--- src/rtl/pma_tx_serializer.sv ---
// Transmit PMA serializer: shifts 10-bit 8b/10b symbols out MSB first on word
// boundaries, with electrical idle, polarity inversion and running-disparity checking.
module pma_tx_serializer #(
    parameter int   WORD_W     = 10,
    parameter logic IDLE_LEVEL = 1'b0
) (
    input  logic              Bit_Rate_CLK,
    input  logic              Reset_n,
    input  logic [WORD_W-1:0] Data_In_PMA,
    input  logic              Data_Valid,
    input  logic              TxElecIdle,
    input  logic              Tx_Polarity,
    output logic              TX_Out,
    output logic              TX_Idle,
    output logic              Word_Start,
    output logic              Disp_Err
);

    localparam int CNT_W = $clog2(WORD_W);
    localparam int PC_W  = $clog2(WORD_W + 1);
    localparam logic [CNT_W-1:0] CNT_LAST = CNT_W'(WORD_W - 1);
    localparam logic [PC_W-1:0]  PC_HALF  = PC_W'(WORD_W / 2);

    typedef enum logic {
        ST_IDLE,
        ST_SERIAL
    } state_t;

    state_t              state_q, state_d;
    logic [CNT_W-1:0]    cnt_q, cnt_d;
    logic [WORD_W-2:0]   shreg_q, shreg_d;
    logic                pol_q, pol_d;
    logic                rd_q, rd_d;
    logic                tx_q, tx_d;
    logic                idle_q, idle_d;
    logic                ws_q, ws_d;
    logic                err_q, err_d;

    logic                capture;
    logic                load_data;
    logic [PC_W-1:0]     ones;

    assign capture   = (cnt_q == CNT_LAST);
    // Electrical idle overrides a valid symbol presented on the same boundary.
    assign load_data = Data_Valid && !TxElecIdle;

    always_comb begin
        ones = '0;
        for (int i = 0; i < WORD_W; i++) begin
            ones = ones + PC_W'(Data_In_PMA[i]);
        end
    end

    always_comb begin
        state_d = state_q;
        cnt_d   = capture ? '0 : cnt_q + CNT_W'(1);
        shreg_d = {shreg_q[WORD_W-3:0], IDLE_LEVEL};
        tx_d    = shreg_q[WORD_W-2] ^ pol_q;
        pol_d   = pol_q;
        rd_d    = rd_q;
        idle_d  = idle_q;
        err_d   = err_q;
        ws_d    = capture;

        if (capture) begin
            case (state_q)
                ST_IDLE:   state_d = load_data ? ST_SERIAL : ST_IDLE;
                ST_SERIAL: state_d = load_data ? ST_SERIAL : ST_IDLE;
                default:   state_d = ST_IDLE;
            endcase

            if (load_data) begin
                tx_d    = Data_In_PMA[WORD_W-1] ^ Tx_Polarity;
                shreg_d = Data_In_PMA[WORD_W-2:0];
                pol_d   = Tx_Polarity;
                idle_d  = 1'b0;
                if (ones == PC_HALF) begin
                    err_d = 1'b0;
                end else if (ones == PC_HALF + PC_W'(1)) begin
                    err_d = rd_q;
                    rd_d  = 1'b1;
                end else if (ones == PC_HALF - PC_W'(1)) begin
                    err_d = !rd_q;
                    rd_d  = 1'b0;
                end else begin
                    err_d = 1'b1;
                end
            end else begin
                // Idle words carry no polarity and restart disparity at RD-.
                tx_d    = IDLE_LEVEL;
                shreg_d = {(WORD_W-1){IDLE_LEVEL}};
                pol_d   = 1'b0;
                idle_d  = 1'b1;
                err_d   = 1'b0;
                rd_d    = 1'b0;
            end
        end
    end

    always_ff @(posedge Bit_Rate_CLK) begin
        if (!Reset_n) begin
            state_q <= ST_IDLE;
            cnt_q   <= '0;
            shreg_q <= {(WORD_W-1){IDLE_LEVEL}};
            pol_q   <= 1'b0;
            rd_q    <= 1'b0;
            tx_q    <= IDLE_LEVEL;
            idle_q  <= 1'b1;
            ws_q    <= 1'b0;
            err_q   <= 1'b0;
        end else begin
            state_q <= state_d;
            cnt_q   <= cnt_d;
            shreg_q <= shreg_d;
            pol_q   <= pol_d;
            rd_q    <= rd_d;
            tx_q    <= tx_d;
            idle_q  <= idle_d;
            ws_q    <= ws_d;
            err_q   <= err_d;
        end
    end

    assign TX_Out     = tx_q;
    assign TX_Idle    = idle_q;
    assign Word_Start = ws_q;
    assign Disp_Err   = err_q;

endmodule

--- config.mk ---
export PLATFORM = sky130hd
export DESIGN_NAME = pma_tx_serializer
export DESIGN_NICKNAME = d
export VERILOG_FILES = /design/src/rtl/pma_tx_serializer.sv
export SDC_FILE = /design/constraint.sdc
export NUM_CORES = 1
export LEC_CHECK = 0
export ABC_CLOCK_PERIOD_IN_PS = 8200
export BUFFER_PORTS_ARGS = -buffer_cell sky130_fd_sc_hd__buf_2
export CORE_ASPECT_RATIO = 1.1
export CORE_MARGIN = 2
export CORE_UTILIZATION = 45
export DETAILED_ROUTE_END_ITERATION = 16
export MAX_ROUTING_LAYER = met4
export PLACE_DENSITY = 0.72
export SYNTH_ARGS = -nofsm -noshare
export SYNTH_HDL_FRONTEND = slang
export SYNTH_SLANG_ARGS = --single-unit
--- constraint.sdc ---
create_clock -name Bit_Rate_CLK -period 8.2 [get_ports Bit_Rate_CLK]
set_input_delay 0 -clock Bit_Rate_CLK [delete_from_list [all_inputs] [get_ports Bit_Rate_CLK]]
set_output_delay 0 -clock Bit_Rate_CLK [all_outputs]
set_load 0.1 [all_outputs]
==> impl_metrics.json <==
{
  "grt_antenna_before_repair": 0,
  "wl_met3_um": 39,
  "crit_path_end_kind": "register",
  "wl_met1_um": 777,
  "dr.pass1.iters": 4,
  "p_leak_nw": 0.5344,
  "drt-vias-per-instance": 5.061,
  "hold_class": "input port to register",
  "cts_made_buffers": 3,
  "drc_errors": 0,
  "cts_setup_buffers": 0,
  "relSlewSlack_pct": 68.03,
  "skew_ns": 0.0005200,
  "mostFrequentLayoutCells": "19 x dfxtp_1, 18 x buf_2, 10 x nor2_1, 10 x dlygate4sd3_1, 9 x a22o_1",
  "grt_max_degree": 12,
  "synth_fa_ha_area_share_pct": 19.46,
  "synthXorXnorAreaFrac_pct": 5.007,
  "synth_cell_type_count": 22,
  "place_hpwl_mm": 1.247,
  "critical_path_arrival_ns": 3.76,
  "crit_required_ns": 8.40,
  "crit_type": "input port to register",
  "ctsResizeCount": 0,
  "dieHeight_um": 50.24,
  "highest_layer": "met4",
  "setup_viol": 0,
  "n_fill_cell": 155,
  "drtIter0Drc": 10,
  "wl_per_cell_um": 13.11,
  "final_layout_size_suffix_gt1_share_pct": 21.24,
  "ys_seq_area_share_pct": 43.49,
  "core-area_mm2": 0.001802,
  "layout_commonest_cell": "dfxtp_1",
  "io_buffers": 18,
  "cts_tree": "built",
  "gp_congestion": 0.7761,
  "synth_seq_cells": 19,
  "vdd_drop_max_uv": 87.65,
  "area_growth_pct": 27.04,
  "clkTransAtPathRegs_ns": 0.10,
  "post_layout_nonfiller_instances": 131,
  "syn_nets": 107,
  "drtAntennaViolNets": 0,
  "cp-start-kind": "input port",
  "yosysWarnings": 0,
  "grt_pass1_vias": 661,
  "place_area_um2": 984.7,
  "hold_path_depth": 3,
  "holdWs_ns": 0.02151,
  "dp_cells": 117,
  "maxCapViolCount": 0,
  "synth_cells": 82,
  "fin_tns_setup_ns": 0,
  "die_x_um": 46.04,
  "synth_area_um2": 874.6,
  "worstPathMaxFanout": 2,
  "met2WireLength_um": 878,
  "diodes": 0,
  "status": "completed",
  "cts_root_buf": "clkbuf_4",
  "fp.dieArea_mm2": 0.002313,
  "cts_sinks": 19,
  "grtUsageTotal_pct": 17.67,
  "overflow": 0,
  "min_period_ns": 3.562,
  "r2r_cells": 5,
  "clk_path_buf_depth": 2,
  "muxShareOfSynthArea_pct": 1.144,
  "rsz0062_at_grt": "false",
  "final_util_pct": 61.67,
  "fmax_mhz": 280.7,
  "design_area_mm2": 0.001111,
  "io-pin-count": 19,
  "syn_area_per_cell_um2": 10.67,
  "synthSimpleGateAreaFrac_pct": 14.74,
  "ctsHtreeMaxLevel": 1,
  "worst_slew_pin_slew_ns": 0.4829,
  "hold_viol": 0,
  "rows": 16,
  "synth_top_family_by_area": "adder cells",
  "drv_slew": 0,
  "nNetsFinal": 139,
  "start_util_pct": 48.54,
  "clk_latency_ns": 0.29,
  "vias": 663,
  "fin_crit_sh_pct": 43.44,
  "p_per_area_mw_per_mm2": 177.1,
  "routed_wl_mm": 1.718,
  "grt_pass1_wl_mm": 2.898,
  "synth-compound-area-share_pct": 12.02
}
## critical path, stage by stage
cell and delay, ns:
dlygate4sd3_1 0.54, buf_2 0.14, fa_1 0.49, fa_1 0.51
inv_1 0.05, fa_1 0.48, inv_1 0.05, ha_1 0.20
fa_1 0.53, nand2_1 0.05, or3_1 0.31, or3_1 0.31
o311ai_1 0.09
## cell families (layout without fill, tap and decap cells)
logic type      Yosys count  in the layout
simple gates             25             25
flops                    19             19
mux                       1              1
compound gates           13             13
fa+ha+maj                10             10
xor+xnor                  5              5
buf+inv                   9             40
## area by class of cell
type / instances / area [um^2] / area share (%)
multi-input cells: 54 / 457.9 / 41.22
flip-flops and latches: 19 / 380.4 / 34.23
repair buffers: 29 / 197.7 / 17.79
clock buffers: 4 / 26.28 / 2.365
inverters: 7 / 26.28 / 2.365
well taps: 18 / 22.52 / 2.027
## synthesized netlist by cell type
master | n | share of area (%)
a211oi_1 | 1 | 0.86
a21oi_1 | 1 | 0.57
a22o_1 | 9 | 9.0
and2_1 | 1 | 0.72
and2_2 | 1 | 0.86
buf_2 | 2 | 1.1
dfxtp_1 | 19 | 43
fa_1 | 6 | 14
ha_1 | 4 | 5.7
inv_1 | 7 | 3.0
mux2i_1 | 1 | 1.1
nand2_1 | 5 | 2.1
nand2b_1 | 1 | 0.72
nand3_1 | 2 | 1.1
nand3b_4 | 1 | 2.3
nor2_1 | 10 | 4.3
nor3_1 | 2 | 1.1
o21ai_0 | 1 | 0.57
o311ai_1 | 1 | 1.0
or3_1 | 2 | 1.4
xnor2_1 | 2 | 2.0
xor2_1 | 3 | 3.0
## power by group
| group | total (mW) | switching, mW | internal [mW] |
|---|---|---|---|
| clock | 0.0466 | 0.0277 | 0.0189 |
| combinational | 0.0555 | 0.0292 | 0.0264 |
| sequential | 0.0947 | 0.00115 | 0.0935 |
## sequential cells by signal, summed over array words and instances (netlist names)
name and count:
Disp_Err 1, TX_Idle 1, TX_Out 1, Word_Start 1
cnt_q 4, pol_q 1, rd_q 1, shreg_q 9
## worst paths after layout
check             slack, ns             startpoint                    end
setup / recovery       4.64         Data_In_PMA[0]      rd_q$_SDFFE_PN0P_
hold / removal         0.02                Reset_n      TX_Out$_SDFF_PN0_
setup reg to reg       6.57    cnt_q[0]$_SDFF_PP0_      rd_q$_SDFFE_PN0P_
hold reg to reg        0.46  Disp_Err$_SDFFE_PN0P_  Disp_Err$_SDFFE_PN0P_
## layer usage
metal | vias up | track usage (%)
li1 | 337 | -
met1 | 313 | 22.37
met2 | 9 | 27.78
met3 | 4 | 2.518
met4 | 0 | 7.143
met5 | - | -
## stage by stage
step | power (mW) | worst slack (ns)
6_report | 0.1968 | 4.638
5_1_grt | 0.2117 | 4.536
4_1_cts | 0.1974 | 4.649
3_5_place_dp | 0.1487 | 4.907
3_3_place_gp | 0.1446 | 4.970
2_1_floorplan | 0.1341 | 5.171
## repair_timing
action | CTS | global route
hold buffers | 10 | 0
setup endpoints to repair | 0 | 0
endpoints found under the hold margin | 10 | 0
Note: power is estimated with default switching activity, not from simulation.
